## src/rtl/bkp_write_master.sv

```systemverilog
// BKP register-write bus initiator: FWFT request queue feeding a SETUP/HIGH/LOW strobe sequencer.
// Optional status synchroniser enabled by defining BKP_TX_STATUS_EN.
module bkp_write_master #(
  parameter int FIFO_DEPTH = 4,
  parameter int SETUP_CYC  = 1,
  parameter int HIGH_CYC   = 4,
  parameter int LOW_CYC    = 4
) (
  input  logic        clk,
  input  logic        rst_n,
  input  logic        req_valid_i,
  output logic        req_ready_o,
  input  logic [31:0] req_index_i,
  input  logic [31:0] req_data_i,
  output logic        bkt_ready_o,
  output logic [31:0] bkt_index_o,
  output logic [31:0] bkt_data_o,
  output logic        busy_o,
  output logic        wr_done_o,
  input  logic [31:0] bk_status_i,
  output logic [31:0] status_o,
  output logic        status_chg_o
);
  localparam int AW   = $clog2(FIFO_DEPTH);
  localparam int MAXC = (SETUP_CYC > HIGH_CYC) ? ((SETUP_CYC > LOW_CYC) ? SETUP_CYC : LOW_CYC)
                                               : ((HIGH_CYC > LOW_CYC) ? HIGH_CYC : LOW_CYC);
  localparam int CW   = $clog2(MAXC) + 1;
  localparam logic [CW-1:0] SETUP_LD = CW'(SETUP_CYC - 1);
  localparam logic [CW-1:0] HIGH_LD  = CW'(HIGH_CYC - 1);
  localparam logic [CW-1:0] LOW_LD   = CW'(LOW_CYC - 1);
  localparam logic [CW-1:0] CNT_ONE  = CW'(1);
  localparam logic [AW:0]   PTR_ONE  = (AW+1)'(1);

  typedef struct packed {
    logic [31:0] index;
    logic [31:0] data;
  } req_t;

  typedef enum logic [1:0] {IDLE, SETUP, HIGH, LOW} state_t;

  req_t          mem [FIFO_DEPTH];
  logic [AW:0]   wr_ptr, rd_ptr;
  logic          empty, full, push, pop;
  state_t        state, next_state;
  logic [CW-1:0] cnt, next_cnt;
  req_t          head;

  // Extra wrap bit distinguishes full from empty when the address bits match.
  assign empty = (wr_ptr == rd_ptr);
  assign full  = (wr_ptr[AW] != rd_ptr[AW]) && (wr_ptr[AW-1:0] == rd_ptr[AW-1:0]);
  assign pop   = (state == IDLE) && !empty;
  // A pop in the same cycle frees a slot, so a full queue can still take a push.
  assign req_ready_o = !full || pop;
  assign push  = req_valid_i && req_ready_o;
  assign head  = mem[rd_ptr[AW-1:0]];

  always_ff @(posedge clk) begin
    if (push) mem[wr_ptr[AW-1:0]] <= '{index: req_index_i, data: req_data_i};
  end

  always_ff @(posedge clk or negedge rst_n) begin
    if (!rst_n) begin
      wr_ptr <= '0;
      rd_ptr <= '0;
    end else begin
      if (push) wr_ptr <= wr_ptr + PTR_ONE;
      if (pop)  rd_ptr <= rd_ptr + PTR_ONE;
    end
  end

  always_ff @(posedge clk or negedge rst_n) begin
    if (!rst_n) begin
      state       <= IDLE;
      cnt         <= '0;
      bkt_ready_o <= 1'b0;
      bkt_index_o <= '0;
      bkt_data_o  <= '0;
    end else begin
      state       <= next_state;
      cnt         <= next_cnt;
      bkt_ready_o <= (next_state == HIGH);
      if (pop) begin
        bkt_index_o <= head.index;
        bkt_data_o  <= head.data;
      end
    end
  end

  always_comb begin
    next_state = state;
    next_cnt   = cnt - CNT_ONE;
    unique case (state)
      IDLE: begin
        next_cnt = cnt;
        if (!empty) begin
          next_state = SETUP;
          next_cnt   = SETUP_LD;
        end
      end
      SETUP: if (cnt == '0) begin
        next_state = HIGH;
        next_cnt   = HIGH_LD;
      end
      HIGH: if (cnt == '0) begin
        next_state = LOW;
        next_cnt   = LOW_LD;
      end
      LOW: if (cnt == '0) begin
        next_state = IDLE;
        next_cnt   = '0;
      end
      default: begin
        next_state = IDLE;
        next_cnt   = '0;
      end
    endcase
  end

  assign wr_done_o = (state == LOW) && (cnt == '0);
  assign busy_o    = !empty || (state != IDLE);

`ifdef BKP_TX_STATUS_EN
  logic [31:0] status_s1, status_s2, status_s3;

  always_ff @(posedge clk or negedge rst_n) begin
    if (!rst_n) begin
      status_s1 <= '0;
      status_s2 <= '0;
      status_s3 <= '0;
    end else begin
      status_s1 <= bk_status_i;
      status_s2 <= status_s1;
      status_s3 <= status_s2;
    end
  end

  assign status_o     = status_s2;
  assign status_chg_o = (status_s2 != status_s3);
`else
  logic status_unused;
  assign status_unused = ^bk_status_i;
  assign status_o      = '0;
  assign status_chg_o  = 1'b0;
`endif
endmodule

```

## config.mk

```make
export PLATFORM = sky130hd
export DESIGN_NAME = bkp_write_master
export DESIGN_NICKNAME = d
export VERILOG_FILES = /design/src/rtl/bkp_write_master.sv
export SDC_FILE = /design/constraint.sdc
export NUM_CORES = 1
export LEC_CHECK = 0
export ABC_AREA = 1
export BUFFER_PORTS_ARGS = -buffer_cell sky130_fd_sc_hd__buf_4
export CAP_MARGIN = 10
export CORE_UTILIZATION = 45
export DETAILED_ROUTE_END_ITERATION = 10
export GPL_ROUTABILITY_DRIVEN = 1
export PLACE_DENSITY = 0.72
export SETUP_SLACK_MARGIN = 0.5
export SYNTH_ARGS = -nofsm -noshare
export SYNTH_HDL_FRONTEND = slang
export SYNTH_SLANG_ARGS = --single-unit
```

## constraint.sdc

```tcl
create_clock -name clk -period 5.4 [get_ports clk]
set_clock_uncertainty 0.2 [all_clocks]
set_input_delay 0.54 -clock clk [delete_from_list [all_inputs] [get_ports clk]]
set_output_delay 0.54 -clock clk [all_outputs]
set_load 0.02 [all_outputs]
```

# Word level (Yosys, flattened, before mapping)
# Memories as Yosys holds them, arrays and structs flattened. A register that Yosys moved wholly into a read port is not among the register bits.
# Index checks and enable logic that the tools add are counted.
[word_totals] register_bits=12 mem_bits_rw=256 in_bits=99 output_inout_bits=101 memories=1
[mem_list] name="mem" depth=4 width=64 rd=1 rd_clocked_by_memory_dff=1 write_ports=1 line="41" text="req_t mem [FIFO_DEPTH];"
[op_classes] n_addsub=3 eq_ne=8 muxes=11 n_reduce_logical=13
[ops] cell="3-bit 2-to-1 mux" count=3
[ops] cell="3-bit case mux with 3 select lines" count=1
[ops] cell="2-bit 2-to-1 mux" count=4
[ops] cell="2-bit case mux with 4 select lines" count=1
[ops] cell="3-bit by 1-bit adder with 3-bit output (second input constant)" count=2
[ops] cell="2-bit == test (second input constant)" count=3
[ops] cell="1-bit logical AND" count=4
[ops] cell="3-bit == test" count=1
[ops] cell="1-bit logical NOT" count=3
[ops] cell="3-bit logical NOT" count=1
[ops] cell="3-bit by 1-bit subtractor with 3-bit output (second input constant)" count=1
[ops] cell="2-bit by 1-bit == test with 1-bit output (second input constant)" count=1
[ops] cell="2-bit == test" count=1
[ops] cell="2-bit logical NOT" count=1
[ops] cell="1-bit logical OR" count=2
[ops] cell="1-bit 2-to-1 mux" count=2
[ops] cell="2-bit != test (second input constant)" count=1
[ops] cell="2-bit nonzero test" count=1
[ops] cell="2-bit OR reduction" count=1
[ops] cell="1-bit != test" count=1

# Longest topological paths before layout
[depth] word_depth=7 depth_mapped=11

# Worst setup path before layout
# OpenSTA, ideal clock, no wires.
[synth_path] path_type="register to register" startpoint="reg state[1]" endpoint="mem mem[0][0] in the netlist's numbering, enable pin" arrival_time_ps=3873 t_required_ps=4713 slack_ps=841 stages_incl_launch_ff=7 n_path_buf=0 synth_period_minus_slack_ps=4559 cell_sequence="dfrtp_1 inv_1 ha_1 nor2_1 nand2_1 nand2_1 nor2_1"
[synth_via] elab_chain_len=6
[synth_rtl] element="start: declaration" line="44" text="state_t state, next_state;"
[synth_rtl] element="start signal: assignment" line="79" text="state <= next_state;"
[synth_rtl] element="2-bit logical NOT" line="51" text="assign pop = (state == IDLE) && !empty;"
[synth_rtl] element="1-bit logical AND" line="51"
[synth_rtl] element="1-bit logical OR" line="53" text="assign req_ready_o = !full || pop;"
[synth_rtl] element="named net req_ready_o" line="12" text="output logic req_ready_o,"
[synth_rtl] element="1-bit logical AND" line="54" text="assign push = req_valid_i && req_ready_o;"
[synth_rtl] element="1-bit 2-to-1 mux" line="58" text="if (push) mem[wr_ptr[AW-1:0]] <= '{index: req_index_i, data: req_data_i};"
[synth_rtl] element="1-bit 2-to-1 mux (implied by the code)" line="58"
[synth_rtl] element="end: declaration" line="41"
# The timed path passes the listed nets, and every way through them passes these cells.

# Worst setup path in the final report
[layout_path] startpoint="reg rd_ptr[0]" endpoint="reg bkt_data_o[11], read port of mem"
[layout_via] elab_chain_len=3
[layout_rtl] element="start: declaration" line="42" text="logic [AW:0] wr_ptr, rd_ptr;"
[layout_rtl] element="start signal: assignment" line="67" text="if (pop) rd_ptr <= rd_ptr + PTR_ONE;"
[layout_rtl] element="3-bit == test" line="49" text="assign empty = (wr_ptr == rd_ptr);"
[layout_rtl] element="1-bit logical NOT" line="51"
[layout_rtl] element="1-bit logical AND" line="51"
[layout_rtl] element="end: declaration" line="17" text="output logic [31:0] bkt_data_o,"
# Several ways; a longest one is shown, not always the timed one.
# A chain may end at the register's enable or synchronous reset.

==> run summary <==
status: finished, final reports clean
Longest Clk Path Bufs: 3
total power: 9.55 mW
fmax: 299 MHz
Detailed Route WL: 26100 um
vias in the first global route: 7869
die area: 29200 um^2
nets: 1266
Worst R2R Path Depth: 8
Worst Tran Pin Value: 1.05 ns
max incr delay on CP: 0.78 ns
Antenna Nets Post-Route: 0
Yosys reg bits: 332
RSZ-0062 raised after global routing: false
Min Clock Period, post-route: 3.35 ns
Post-CTS Resized: 0
Die Wd: 171 um
starting density of the core: 0.460
clk slew on worst S/H paths: 0.06 ns
num ports: 200
die height: 171 um
final-report setup violation count: 0
core area: 27900 um^2
Lkg Pwr: 6.04 nW
Syn Inst Count: 1030
wire length of the first global-routing pass: 41100 um
vias per inst: 5.08
initial drt markers: 501
drc violations: 0
number of CTS-inserted buffers: 36
root buf cell: clkbuf_16
maxcap violations: 0
Levels on crit path: 8
GP Congestion: 0.711
post-synthesis mux area share: 0
type of the tightest min-delay check: input port to async pin
slew margin rel.: 0.300
crit path DAT: 3.58 ns
most frequent cells in the layout: 256 x edfxtp_1, 224 x nand2_1, 146 x buf_4, 131 x nor2_1, 131 x o21ai_0
average size of a mapped cell: 12.5 um^2
Yosys warnings: 0
main combinational cell family by area after synthesis: simple AND/OR/NAND/NOR gates
critical path endpoint category: register
pin count of the biggest net entering global routing: 83
fillcell total: 2307
Crit Path Class: register to register
Layout area overhead: 19.4%
hold buffers post-CTS: 0
vias: 7939
Synth Area in Adders: 0.00974
HPWL after detailed placement: 14100 um
worst endpoint required time: 5.64 ns
layout cells sized above 1: 0.180
GRT overflow: 0
pwr dens: 622 nW/um^2
DRT Pass-1 Iters: 5
peak supply drop: 0.000314 V
std cell rows: 61
slowest CP cell: dfrtp_4
mapped cell area: 12900 um^2
setup TNS: 0 ns
Tcrit/Tclk final: 0.620
Port Buffers: 134
clock sink count: 332
most common cell after layout, fill and taps aside: edfxtp_1
crit path cell chain: xor2_1 > nor2_2 > nand2_1 > nand2_4 > inv_2 > buf_4 > nand2_1 > nand2_1
H-tree depth: 2
drt wl/cell: 16.7 um
Synth Area in Compound Gates: 0.0843
register area share after synthesis: 0.746
synth unique cells: 24
CP max FO: 69
initial antenna violation count: 1
CTS tree: yes
Hold Slack: 0.0264 ns
endpoints failing hold: 0
Post-CTS Setup Bufs: 0
Total GRT Usage: 0.184
simple-gate share of the synthesized area: 0.110
crit path launch type: register
Slew Limit Fails: 0
area share of xor/xnor cells in the synthesized design: 0.00409
most used cell, CP: nand2_1
diode count: 0
Crit path max-delay family: buffers and inverters
Crit path buffers/inverters: 2
later-pin clock latency in the skew report: 0.51 ns
Yosys cell counts:
cell type | n | area [um^2]
xor2_1 | 3 | 26.3
buf_4 | 36 | 270
o21ai_0 | 131 | 656
edfxtp_1 | 256 | 7690
buf_2 | 21 | 105
nor2_1 | 135 | 507
nand2_1 | 224 | 841
inv_2 | 2 | 7.51
or2_2 | 1 | 6.26
dfrtp_1 | 76 | 1900
buf_1 | 2 | 7.51
o211ai_1 | 1 | 7.51
buf_6 | 1 | 11.3
ha_1 | 10 | 125
nand3_1 | 8 | 40.0
nand4_1 | 2 | 12.5
nand2_2 | 1 | 6.26
conb_1 | 1 | 3.75
clkbuf_1 | 29 | 109
inv_1 | 18 | 67.6
xnor2_1 | 3 | 26.3
a21oi_1 | 4 | 20.0
o22ai_1 | 64 | 400
nor2_2 | 1 | 6.26
state kept, by name, indices dropped and copies added, names as in the netlist:
name and flops:
bkt_data_o 32, bkt_index_o 32, bkt_ready_o 1, cnt 3, mem 256, rd_ptr 3, state 2, wr_ptr 3
worst register-to-register path, cell delays in order (launching register included):
cell	delay, ns
dfrtp_4	0.78
xor2_1	0.23
nor2_2	0.08
nand2_1	0.10
nand2_4	0.45
inv_2	0.74
buf_4	0.49
nand2_1	0.12
nand2_1	0.08
where the power goes:
group | internal [mW] | switching (mW) | leakage [nW]
combinational | 1.02 | 2.16 | 2.14
clock | 1.60 | 0.956 | 0.612
sequential | 3.51 | 0.299 | 3.28
logic make-up after synthesis:
logic type               Yosys count
AND/OR/NAND/NOR                  372
flip-flops                       332
AO/OA/AOI/OAI                    200
buffers and inverters            109
adder cells (fa/ha/maj)           10
XOR/XNOR                           6
other                              1
stage by stage:
stage,area [um^2],utilization,worst slack (ns),cells
after detailed placement,14100,0.504,1.99,1497
after global placement,14100,0.504,2.04,1497
after CTS,15300,0.549,1.98,1563
final,15300,0.549,2.05,1563
after floorplan,13000,-,0.841,1062
after global routing,15300,0.549,1.69,1563
routing by layer:
layer	up-vias	global-route usage	part of all wire
li1	3793	-	-
met1	3861	0.232	0.43
met2	235	0.315	0.49
met3	48	0.0405	0.065
met4	2	0.0582	0.020
met5	-	0	0.00065
final cells by class:
class,count,area (um^2),area share
Sequential cell,332,9590,0.625
Multi-Input combinational cell,621,2840,0.185
Timing Repair Buffer,146,1100,0.0714
Clock buffer,52,1050,0.0687
Tap cell,378,473,0.0308
Clock inverter,14,213,0.0139
Inverter,20,77.6,0.00506
path summary, 6_finish.rpt:
check | start | endpoint | slack (ns)
setup reg to reg | rd_ptr[0]$_DFFE_PN0P_ | bkt_data_o[11]$_DFFE_PN0P_ | 2.05
hold / removal | rst_n | bkt_index_o[16]$_DFFE_PN0P_ | 0.03
hold reg to reg | bkt_index_o[20]$_DFFE_PN0P_ | bkt_index_o[20]$_DFFE_PN0P_ | 0.28
min in group clk | req_data_i[0] | mem[2][0]$_DFFE_PP_ | 0.03
setup / recovery | rd_ptr[0]$_DFFE_PN0P_ | bkt_data_o[11]$_DFFE_PN0P_ | 2.05
max in group asynchronous | rst_n | rd_ptr[0]$_DFFE_PN0P_ | 4.20
No activity file was read; power rests on OpenSTA's default activity.
